File: src/rtl/dmem_port_arbiter.sv
// Arbitrates the single-port data memory between the CPU MEM stage and a debug/DMA port.
// Optional ARB_STATS_EN adds saturating grant/stall statistics counters.
module dmem_port_arbiter #(
    parameter int ADDR_W    = 5,
    parameter int DATA_W    = 32,
    parameter int MAX_BURST = 4
) (
    input  logic              clock,
    input  logic              reset,
    input  logic              cpu_req,
    input  logic              cpu_we,
    input  logic [ADDR_W-1:0] cpu_addr,
    input  logic [DATA_W-1:0] cpu_wdata,
    output logic              cpu_stall,
    output logic              cpu_rvalid,
    output logic [DATA_W-1:0] cpu_rdata,
    input  logic              dbg_req,
    input  logic              dbg_we,
    input  logic [ADDR_W-1:0] dbg_addr,
    input  logic [DATA_W-1:0] dbg_wdata,
    output logic              dbg_ack,
    output logic              dbg_rvalid,
    output logic [DATA_W-1:0] dbg_rdata,
    output logic              mem_en,
    output logic              mem_we,
    output logic [ADDR_W-1:0] mem_addr,
    output logic [DATA_W-1:0] mem_wdata,
    input  logic [DATA_W-1:0] mem_rdata
`ifdef ARB_STATS_EN
    ,
    output logic [15:0]       stat_cpu_grants,
    output logic [15:0]       stat_dbg_grants,
    output logic [15:0]       stat_stall_cycles
`endif
);

    localparam int CNT_W = $clog2(MAX_BURST + 1);
    localparam logic [CNT_W-1:0] BURST_MAX = CNT_W'(MAX_BURST);

    typedef enum logic [1:0] {
        IDLE    = 2'd0,
        OWN_CPU = 2'd1,
        OWN_DBG = 2'd2
    } state_t;

    state_t              state_r;
    logic [CNT_W-1:0]    burst_cnt_r;
    logic                cpu_grant_s;
    logic                dbg_grant_s;
    logic                burst_full_s;
    logic                cpu_rd_r;
    logic                dbg_rd_r;
    logic [DATA_W-1:0]   cpu_rdata_r;
    logic [DATA_W-1:0]   dbg_rdata_r;

    // Grant decision: owner keeps memory unless its burst is spent and the other side waits.
    always_comb begin
        cpu_grant_s  = 1'b0;
        dbg_grant_s  = 1'b0;
        burst_full_s = (burst_cnt_r == BURST_MAX);
        if (reset) begin
            case (state_r)
                IDLE: begin
                    if (cpu_req) begin
                        cpu_grant_s = 1'b1;
                    end else if (dbg_req) begin
                        dbg_grant_s = 1'b1;
                    end else begin
                        cpu_grant_s = 1'b0;
                    end
                end
                OWN_CPU: begin
                    if (cpu_req && !(burst_full_s && dbg_req)) begin
                        cpu_grant_s = 1'b1;
                    end else if (dbg_req) begin
                        dbg_grant_s = 1'b1;
                    end else begin
                        cpu_grant_s = 1'b0;
                    end
                end
                OWN_DBG: begin
                    if (dbg_req && !(burst_full_s && cpu_req)) begin
                        dbg_grant_s = 1'b1;
                    end else if (cpu_req) begin
                        cpu_grant_s = 1'b1;
                    end else begin
                        dbg_grant_s = 1'b0;
                    end
                end
                default: begin
                    cpu_grant_s = 1'b0;
                    dbg_grant_s = 1'b0;
                end
            endcase
        end else begin
            cpu_grant_s = 1'b0;
            dbg_grant_s = 1'b0;
        end
    end

    // Ownership state and saturating burst counter.
    always_ff @(posedge clock) begin
        if (!reset) begin
            state_r     <= IDLE;
            burst_cnt_r <= '0;
        end else if (cpu_grant_s) begin
            state_r     <= OWN_CPU;
            if (state_r == OWN_CPU) begin
                burst_cnt_r <= burst_full_s ? burst_cnt_r : burst_cnt_r + CNT_W'(1);
            end else begin
                burst_cnt_r <= CNT_W'(1);
            end
        end else if (dbg_grant_s) begin
            state_r     <= OWN_DBG;
            if (state_r == OWN_DBG) begin
                burst_cnt_r <= burst_full_s ? burst_cnt_r : burst_cnt_r + CNT_W'(1);
            end else begin
                burst_cnt_r <= CNT_W'(1);
            end
        end else begin
            state_r     <= IDLE;
            burst_cnt_r <= '0;
        end
    end

    // Memory request mux; an ungranted cycle drives an all-zero request.
    always_comb begin
        mem_en    = 1'b0;
        mem_we    = 1'b0;
        mem_addr  = '0;
        mem_wdata = '0;
        if (cpu_grant_s) begin
            mem_en    = 1'b1;
            mem_we    = cpu_we;
            mem_addr  = cpu_addr;
            mem_wdata = cpu_wdata;
        end else if (dbg_grant_s) begin
            mem_en    = 1'b1;
            mem_we    = dbg_we;
            mem_addr  = dbg_addr;
            mem_wdata = dbg_wdata;
        end else begin
            mem_en    = 1'b0;
        end
    end

    // Read-return routing flags and held copies of the last returned data.
    always_ff @(posedge clock) begin
        if (!reset) begin
            cpu_rd_r    <= 1'b0;
            dbg_rd_r    <= 1'b0;
            cpu_rdata_r <= '0;
            dbg_rdata_r <= '0;
        end else begin
            cpu_rd_r <= cpu_grant_s & ~cpu_we;
            dbg_rd_r <= dbg_grant_s & ~dbg_we;
            if (cpu_rd_r) begin
                cpu_rdata_r <= mem_rdata;
            end else begin
                cpu_rdata_r <= cpu_rdata_r;
            end
            if (dbg_rd_r) begin
                dbg_rdata_r <= mem_rdata;
            end else begin
                dbg_rdata_r <= dbg_rdata_r;
            end
        end
    end

    // A reset landing on the return cycle swallows the pending read.
    assign cpu_rvalid = cpu_rd_r & reset;
    assign dbg_rvalid = dbg_rd_r & reset;
    assign cpu_rdata  = cpu_rvalid ? mem_rdata : cpu_rdata_r;
    assign dbg_rdata  = dbg_rvalid ? mem_rdata : dbg_rdata_r;
    assign cpu_stall  = cpu_req & ~cpu_grant_s & reset;
    assign dbg_ack    = dbg_grant_s;

`ifdef ARB_STATS_EN
    function automatic logic [15:0] sat_inc16(input logic [15:0] val, input logic hit);
        if (hit && (val != 16'hFFFF)) begin
            return val + 16'd1;
        end else begin
            return val;
        end
    endfunction

    // Saturating event counters.
    always_ff @(posedge clock) begin
        if (!reset) begin
            stat_cpu_grants   <= 16'd0;
            stat_dbg_grants   <= 16'd0;
            stat_stall_cycles <= 16'd0;
        end else begin
            stat_cpu_grants   <= sat_inc16(stat_cpu_grants, cpu_grant_s);
            stat_dbg_grants   <= sat_inc16(stat_dbg_grants, dbg_grant_s);
            stat_stall_cycles <= sat_inc16(stat_stall_cycles, cpu_stall);
        end
    end
`endif

endmodule
File: config.mk
export PLATFORM = sky130hd
export DESIGN_NAME = dmem_port_arbiter
export DESIGN_NICKNAME = d
export VERILOG_FILES = /design/src/rtl/dmem_port_arbiter.sv
export SDC_FILE = /design/constraint.sdc
export NUM_CORES = 1
export LEC_CHECK = 0
export ABC_AREA = 0
export CAP_MARGIN = 30
export CORE_MARGIN = 1.5
export CORE_UTILIZATION = 39
export DETAILED_ROUTE_END_ITERATION = 8
export PLACE_DENSITY_LB_ADDON = 0.3
export SLEW_MARGIN = 10
export SYNTH_ARGS = -nofsm -noshare
export SYNTH_HDL_FRONTEND = slang
export SYNTH_SLANG_ARGS = --single-unit
File: constraint.sdc
create_clock -name clock -period 2.8 [get_ports clock]
set_clock_uncertainty 0.15 [all_clocks]
set_input_delay 0.28 -clock clock [delete_from_list [all_inputs] [get_ports clock]]
set_output_delay 0.28 -clock clock [all_outputs]
set_load 0.03 [all_outputs]
### Word-level counts from Yosys, hierarchy flattened

Index checks and enable logic that the tools add are counted.

| operators by class | value |
|---|---|
| bitwise operators | 10 |
| reduce and logical (&&, ||, !) cells | 8 |
| add/subtract/negate cells | 1 |
| multiplexer cells | 28 |
| equality and inequality tests | 3 |

Operators with widths:

| kind | number |
|---|---|
| 2-to-1 mux 32 bit | 4 |
| 2-to-1 mux 3 bit | 5 |
| 2-to-1 mux 1 bit | 14 |
| 2-to-1 mux 5 bit | 2 |
| bitwise AND 1 bit | 6 |
| one-hot mux 1 bit (3 select lines) | 2 |
| logical AND 1 bit | 4 |
| inverter 1 bit | 4 |
| adder 3 x 1 -> 3 bit, second input constant | 1 |
| equality test 3 bit, second input constant | 1 |
| equality test 2 x 1 -> 1 bit, second input constant | 1 |
| equality test 2 bit, second input constant | 1 |
| zero test 1 bit | 2 |
| zero test 2 bit | 1 |
| 2-to-1 mux 2 bit | 1 |
| OR reduction 2 bit | 1 |

| storage, ports and cells | value |
|---|---|
| register bits | 71 |
| word-level logic and storage cells | 57 |
| output and inout bits | 107 |

### Logic depth before layout (Yosys ltp)

Gate-level depths: netlist of run 1.

| depth | value |
|---|---|
| depth in word-level cells | 10 |
| depth in mapped cells | 9 |
| gate-level depth less buffers | 7 |

### Worst setup path before layout of run 1

OpenSTA, ideal clock, no wires.

| path | value |
|---|---|
| path kind | reg2out |
| start point | register burst_cnt_r[0] |
| end point | output mem_addr[4] |
| buffers on the path | 1 |
| setup slack | 0.608 ns |
| stages on the path, launching flop included | 7 |
| arrival time | 1.762 ns |
| cells stage by stage | dfxtp_1 > inv_1 > ha_1 > a21o_1 > a311oi_2 > buf_2 > a22o_1 |

| between the ends | value |
|---|---|
| longest elaborated chain between the ends | 9 |
| elaborated cells between the ends (all ways) | 17 |
| those cells by class | eq/ne: 1; mux: 10; reduce/logical: 6 |

RTL lines:

| item | line | source |
|---|---|---|
| from (decl) | 47 | `logic [CNT_W-1:0] burst_cnt_r;` |
| from (signal assigned) | 109 | `burst_cnt_r <= burst_full_s ? burst_cnt_r : burst_cnt_r + CNT_W'(1);` |
| from (signal assigned) | 116 | `burst_cnt_r <= burst_full_s ? burst_cnt_r : burst_cnt_r + CNT_W'(1);` |
| equality test 3 bit * | 60 | `burst_full_s = (burst_cnt_r == BURST_MAX);` |
| logical AND 1 bit (on tied branches) | 82, 73 |  |
| zero test 1 bit (on tied branches) | 82, 73 |  |
| logical AND 1 bit (on tied branches) | 82, 73 |  |
| 2-to-1 mux 1 bit (on tied branches) | 82, 73 |  |
| one-hot mux 1 bit (3 select lines) | 62 | `case (state_r)` |
| 2-to-1 mux 1 bit | 61 | `if (reset) begin` |
| 2-to-1 mux 5 bit | 137 | `end else if (dbg_grant_s) begin` |
| 2-to-1 mux 5 bit * | 132 | `if (cpu_grant_s) begin` |
| to (decl) | 26 | `output logic [ADDR_W-1:0] mem_addr,` |

Every way passes the cells marked *; elsewhere a longest branch is shown, timed or not.

### Worst setup path after layout of run 1

| path | value |
|---|---|
| start point | register burst_cnt_r[0] |
| end point | output mem_wdata[6] |

| between the ends | value |
|---|---|
| longest elaborated chain between the ends | 9 |
| elaborated cells between the ends (all ways) | 17 |
| those cells by class | eq/ne: 1; mux: 10; reduce/logical: 6 |

RTL lines:

| item | line | source |
|---|---|---|
| equality test 3 bit * | 60 |  |
| logical AND 1 bit (on tied branches) | 82, 73 |  |
| zero test 1 bit (on tied branches) | 82, 73 |  |
| logical AND 1 bit (on tied branches) | 82, 73 |  |
| 2-to-1 mux 1 bit (on tied branches) | 82, 73 |  |
| one-hot mux 1 bit (3 select lines) | 62 |  |
| 2-to-1 mux 1 bit | 61 |  |
| 2-to-1 mux 32 bit | 137 |  |
| 2-to-1 mux 32 bit * | 132 |  |
| to (decl) | 27 | `output logic [DATA_W-1:0] mem_wdata,` |

Marks and branches as above.

==> results of run 1 <==
layout by cell type, fill, tap and decap left out, types with 2 or more instances in the layout:
master,synthesis,layout
mux2_2,64,64
clkinvlp_4,0,2
nor2_1,5,5
clkdlybuf4s50_1,0,172
buf_12,0,15
ha_1,2,2
bufinv_16,0,2
dfxtp_2,0,2
mux2i_1,64,64
nor2b_1,65,65
dfxtp_1,71,69
buf_4,0,45
a22o_1,38,38
inv_1,7,7
nand2_1,8,8
clkbuf_8,0,9
a21oi_1,2,2
stage by stage:
| step | cell area (sq um) | instances |
|---|---|---|
| after floorplan | 3890 | 370 |
| after global placement | 6250 | 701 |
| after detailed placement | 6250 | 701 |
| after CTS | 6460 | 716 |
| after global routing | 6520 | 722 |
| final | 6520 | 722 |
logic make-up (layout without fill, tap and decap cells):
group	after synthesis	in the layout	share of synthesized area, %
buf+inv	38	257	4.63
xor+xnor	1	1	0.225
fa+ha+maj	2	2	0.643
compound gates	47	47	10.4
mux	128	128	35.0
simple gates	83	83	12.6
flops	71	71	36.5
path summary, 6_finish.rpt:
path                    from         endpoint  slack [ns]  cells after the start
max           burst_cnt_r[0]     mem_wdata[6]         0.1                      9
min                    reset  cpu_rdata_r[18]        0.19                      2
max reg2reg   burst_cnt_r[0]   burst_cnt_r[0]        0.69                      8
min reg2reg  cpu_rdata_r[31]  cpu_rdata_r[31]        0.36                      2
routing by layer:
metal | share of wire, % | GRT usage, %
met1 | 39 | 24.5
met3 | 6.1 | 6.51
met4 | 3.6 | 11.4
met5 | 0 | 0
met2 | 51 | 41.9
worst reg2reg max path, cell delays in order, from the launching register on:
cell and delay (ns):
dfxtp_1 0.37, inv_1 0.07, ha_1 0.24, a21o_1 0.23
a311oi_4 0.25, buf_4 0.21, clkbuf_16 0.19, nor4bb_1 0.06
a311oi_1 0.25
registers in the layout (all words and copies together) (netlist names):
name,cells
dbg_rdata_r,32
cpu_rd_r,1
burst_cnt_r,3
state_r,2
dbg_rd_r,1
cpu_rdata_r,32
cell type report:
| class | count | area [sq um] |
|---|---|---|
| Fill cell | 797 | 3210 |
| Timing Repair Buffer | 234 | 2390 |
| Multi-Input combinational cell | 261 | 2300 |
| Sequential cell | 71 | 1420 |
| Tap cell | 133 | 166 |
| Clock buffer | 10 | 128 |
| Clock inverter | 5 | 83.8 |
| Inverter | 8 | 30.0 |
power by group:
| group | switching (W) | internal, W |
|---|---|---|
| sequential | 0.0000160 | 0.00104 |
| clock | 0.000374 | 0.000499 |
| combinational | 0.000357 | 0.000406 |
| total | 0.000747 | 0.00195 |
repair_timing:
| action | CTS | global route |
|---|---|---|
| gates resized for setup | 0 | 0 |
| buffers inserted | 0 | 5 |
| gates cloned | 0 | 1 |
| pin swaps | 1 | 1 |
| setup endpoints to repair | 19 | 33 |
==> key figures, run 1 <==
Synth
  • Post-Synthesis Cells: 370
  • Area share of the largest cell type after synthesis: 36.5%
  • Synthesis-stage register bit count: 71
  • Register area share after synthesis: 36.5%
  • Largest area contributor in the netlist: dfxtp_1
  • Cell with the most instances after synthesis: dfxtp_1
  • Top cells by area, synth: dfxtp_1 (37%), mux2_2 (19%), mux2i_1 (16%)
  • Synth cell count leaders: dfxtp_1 (71), nor2b_1 (65), mux2_2 (64), mux2i_1 (64), a22o_1 (38)
  • Synth unique cells: 27
  • Post-Synthesis Cell Area: 3890 sq um
  • Primary FF master, synth: dfxtp_1
  • Async SR Flop Fraction: 0%
  • Post-synth EDFFs: 0
  • Ys Warns: 0
  • Mean Syn Cell Area: 10.5 sq um
  • Post-Syn Nets: 484

Layout
  • Share of cells above drive strength 1: 24.6%
  • N_diodes: 0
  • Final Core Density: 67.0%
  • Area Growth Syn to Fin: 67.6%
  • Layout Nets: 699

Timing
  • # setup viols final: 0
  • Hold_ws: 0.188 ns
  • Fin. max-slew vios: 0
  • Worst-Margin Slew: 0.605 ns
  • Worst Slack Setup Final: 0.0969 ns
  • Final period utilization: 96.5%
  • Setup TNS: 0 ns
  • Max-slew headroom: 59.7%
  • Achievable Freq: 370 MHz
  • Crit path time final: 2.70 ns
  • Final Hold Vio Count: 0

CTS
  • CTS tree: built
  • CTS root buffer: clkbuf_8
  • Inserted Clock Buffers: 9
  • CTS sink cnt: 71
  • Clk_lat worst skew: 0.32 ns
  • Cts-stage hold buffer count: 0
  • H-tree levels: 3
  • Clock-pin transition on the worst setup and hold timing paths: 0.08 ns
  • Worst-case clock buffer depth: 2

Worst setup path
  • Ordered list of cells on the worst path: inv_1, ha_1, a21o_1, a21bo_1, nand2_2, inv_2, buf_12, a22o_1, buf_12
  • Slowest cell on crit path: dfxtp_1
  • CP Capture Type: output port
  • CP Buf/Inv Count: 4
  • CP max FO: 38
  • Max incr delay on CP: 0.37 ns
  • Worst path required time: 2.37 ns
  • CP arrival: 2.27 ns
  • Crit path top cell by count: buf_12
  • Crit path launch type: flip-flop
  • CP top delay family: compound AO/OA/AOI/OAI gates
  • CP Class: reg -> out

Placed design
  • RD Place Congestion: 0.908
  • Worst slack, placed: 0.307 ns
  • DP Wirelength: 9.74 mm
  • Port bufs: 218

Floorplan
  • Rows: 36
  • Die area: 10600 sq um
  • Core ar.: 9730 sq um
  • Die span in x: 103 microns
  • Initial core utilization: 40.0%
  • Die span in y: 103 microns
  • I/O pins: 219

Global route
  • First-pass GRT wire length: 18.2 mm
  • Largest net degree at the start of global routing: 40
  • Number of global-route vias before repair: 3517
  • GRT Resource Usage Total: 23.1%
  • GRT Residual Overflow: 0
  • Initial antenna violation count: 0

Drt
  • Wire per inst: 17.7 microns
  • First-pass iteration count of the detailed router: 4
  • Routed Antenna Nets: 0
  • DRC viols: 0
  • Vias: 3583
  • WL final: 12.8 mm
  • Via density: 4.96
  • DRT iter0 DRCs: 62

Pwr
  • Lkg Pwr: 2.54 nW
  • Pwr per Cell Area: 413 nW/um^2
  • Final Power: 0.00269 W
  • Worst VDD drop: 0.000243 V

Run
  • Max-cap viol count: 0

Status
  • Status: finished clean

Min path
  • Hold Path Class: in -> reg
(Power assumes the default switching activity.)
==> run 2: changes to the inputs <==
CAP_MARGIN = 20   (was 30)
==> results of run 2 <==
Same layout as run 1: the final DEF is identical, and so are final timing and power.
==> run 3: changes to the inputs <==
GPL_TIMING_DRIVEN = 0   (was not set)
==> key figures, run 3 (same netlist as run 1, synthesis figures left out) <==
Status
  • Status: finished clean

Layout
  • Area Growth Syn to Fin: 65.1%
  • Most common cell after layout, fill and taps aside: clkdlybuf4s50_1
  • Regs by FF count: cpu_rdata_r x32, dbg_rdata_r x32, burst_cnt_r x3
  • Most frequent cells in the layout: clkdlybuf4s50_1 (146), dfxtp_1 (70), nor2b_1 (65), mux2_2 (64), mux2i_1 (64)
  • Layout Nets: 713 (+2.0%)
  • Finished Layout Cells: 737 (+2.1%)
  • Share of cells above drive strength 1: 24.2% (-0.41 points)
  • Final Core Density: 66.0% (-1.0 points)

Worst setup path
  • CP arrival: 2.27 ns (about the same)
  • Critical Path Start: dbg_rd_r
  • Worst path required time: 2.37 ns (about the same)
  • Flop-to-flop setup slack: 0.82 ns (+0.13 ns)
  • Max incr delay on CP: 0.60 ns (+0.23 ns)
  • CP Class: reg -> out
  • CP max FO: 10 (-74%)
  • Slowest cell on crit path: clkdlybuf4s50_1
  • R2R Path End: burst_cnt_r[0]
  • Crit path launch type: flip-flop
  • Ordered list of cells on the worst path: nand2_1, buf_2, mux2_2, clkdlybuf4s50_1
  • CP Capture Type: output port
  • R2r worst-path depth: 7 (-1)
  • Reg2Reg Launch Point: burst_cnt_r[0]

Drt
  • DRT iter0 DRCs: 69 (+11%)
  • Via density: 4.89 (-1.4%)
  • Vias: 3606 (+0.64%)
  • Wire per inst: 16.9 microns (-4.8%)
  • Routed Antenna Nets: 0 (unchanged)
  • DRC viols: 0 (unchanged)
  • First-pass iteration count of the detailed router: 4 (unchanged)
  • WL final: 12.4 mm (-2.9%)

Timing
  • Worst Slack Setup Final: 0.103 ns (+0.00569 ns)
  • Fin. max-slew vios: 0 (unchanged)
  • Hold_ws: 0.298 ns (+0.110 ns)
  • Crit path time final: 2.70 ns (-0.00569 ns)
  • Unrepaired setup endpoints after global routing: false
  • Final period utilization: 96.3% (-0.20 points)
  • # setup viols final: 0 (unchanged)
  • Achievable Freq: 371 MHz (+0.21%)
  • Worst-Margin Slew: 0.440 ns (-0.165 ns)
  • Setup TNS: 0 ns (unchanged)
  • Max-slew headroom: 70.6% (+11 points)
  • Final Hold Vio Count: 0 (unchanged)

Placed design
  • Worst slack, placed: -0.231 ns (-0.538 ns)
  • Port bufs: 217 (-0.46%)
  • Placed Instances: 720 (+2.7%)
  • DP Wirelength: 9.73 mm (about the same)
  • RD Place Congestion: 0.795 (-12%)

Global route
  • Number of global-route vias before repair: 3618 (+2.9%)
  • Initial antenna violation count: 1 (+1)
  • GRT Resource Usage Total: 23.0% (-0.10 points)
  • Largest net degree at the start of global routing: 13 (-68%)
  • First-pass GRT wire length: 18.4 mm (+0.80%)
  • GRT Residual Overflow: 0 (unchanged)

CTS
  • CTS tree: built
  • Clk_lat worst skew: 0.33 ns (about the same)
  • Clock-pin transition on the worst setup and hold timing paths: 0.07 ns (about the same)
  • CTS root buffer: clkbuf_8
  • Cts-stage hold buffer count: 0 (unchanged)
  • Worst-case clock buffer depth: 2 (unchanged)
  • H-tree levels: 3 (unchanged)
  • CTS sink cnt: 71 (unchanged)
  • Inserted Clock Buffers: 9 (unchanged)

Min path
  • Hold path startpoint: reset
  • Hold Path End: state_r[1]
  • Hold Path Class: in -> reg
  • Hold path depth: 5 (+3)

Pwr
  • Worst VDD drop: 0.000241 V (-1.0%)
  • Net Sw Power: 0.000756 W (+1.2%)
  • Sequential fraction of design power: 39.5% (+0.3 points)
  • Sw Share: 28.3% (+0.53 points)
  • Pwr per Cell Area: 416 nW/um^2 (+0.82%)
  • Clock network power share: 34.2% (+1.8 points)
  • Lkg Pwr: 3.04 nW (+20%)
  • Combinational group share of total power: 26.3% (-2.1 points)
  • Cell Int Power: 0.00192 W (-1.4%)

Floorplan
  • Rows: 36 (unchanged)
  • Initial core utilization: 40.0% (unchanged)
  • Die span in x: 103 microns (unchanged)
  • I/O pins: 219 (unchanged)
  • Die area: 10600 sq um (unchanged)
  • Core ar.: 9730 sq um (unchanged)
  • Die span in y: 103 microns (unchanged)

Run
  • Max-cap viol count: 0 (unchanged)
-- run 3: changes by cell type in the layout (fill, tap and decap cells not counted), sizes merged --
cell           delta
dlymetal6s2s     +31
clkdlybuf4s50    -26
buf              -11
clkbuf           +11
clkdlybuf4s15     +8
clkinv            +2
clkinvlp          -2
diode             +1
dlygate4sd2       +1
-- run 3: stage by stage --
stage / total power, W / instance area (sq um)
after global placement: 0.00180 / 6230
final: 0.00267 / 6420
after detailed placement: 0.00181 / 6230
after floorplan: 0.00144 / 3890
after global routing: 0.00278 / 6420
after CTS: 0.00271 / 6450
-- run 3: routing by layer --
layer / routed length, microns / track usage (%) / part of all wire [%] / vias to the layer above
met1: 4980 / 26.3 / 40 / 1685
li1: - / - / - / 1771
met3: 812 / 5.56 / 6.5 / 17
met5: 0 / 0 / 0 / -
met2: 6380 / 41.6 / 51 / 133
met4: 250 / 8.11 / 2.0 / 0
-- run 3: area by class of cell --
cell class,instances,area [sq um]
Clock inverter,5,82.6
Fill cell,829,3310
Sequential cell,71,1420
Inverter,8,30.0
Antenna cell,1,2.50
Clock buffer,10,138
Tap cell,133,166
Timing Repair Buffer,219,2120
Multi-Input combinational cell,261,2300
Buffer,29,160
-- run 3: worst max-delay path: cells and delay by family, from the launching register on --
kind                   cells  cell delay [ns]
and+or+nand+nor            1             0.22
DFF                        1             0.40
muxes                      1             0.39
buffers and inverters      2             0.93
-- run 3: repair_timing --
action,4_1_cts,5_1_grt
endpoints found under the setup margin,69,70
gates resized for setup,141,73
buffers inserted,1,1
pin swaps,1,2
-- run 3: worst max path at each step --
stage | end | slack [ns] | depth (start not counted)
6_report | dbg_rdata[17] | 0.10 | 4
5_1_grt | dbg_rdata[17] | 0.01 | 4
4_1_cts | mem_wdata[30] | -0.07 | 9
3_5_place_dp | mem_wdata[6] | -0.23 | 8
3_3_place_gp | mem_wdata[31] | -0.18 | 6
2_1_floorplan | mem_addr[4] | 0.61 | 6
-- run 3: power by group through the flow --
stage          combinational [W]  sequential [W]  clock [W]
2_1_floorplan           0.000366         0.00107          0
3_3_place_gp            0.000727         0.00108          0
3_5_place_dp            0.000735         0.00108          0
4_1_cts                 0.000722         0.00106   0.000930
5_1_grt                 0.000744         0.00106   0.000973
6_report                0.000703         0.00106   0.000913
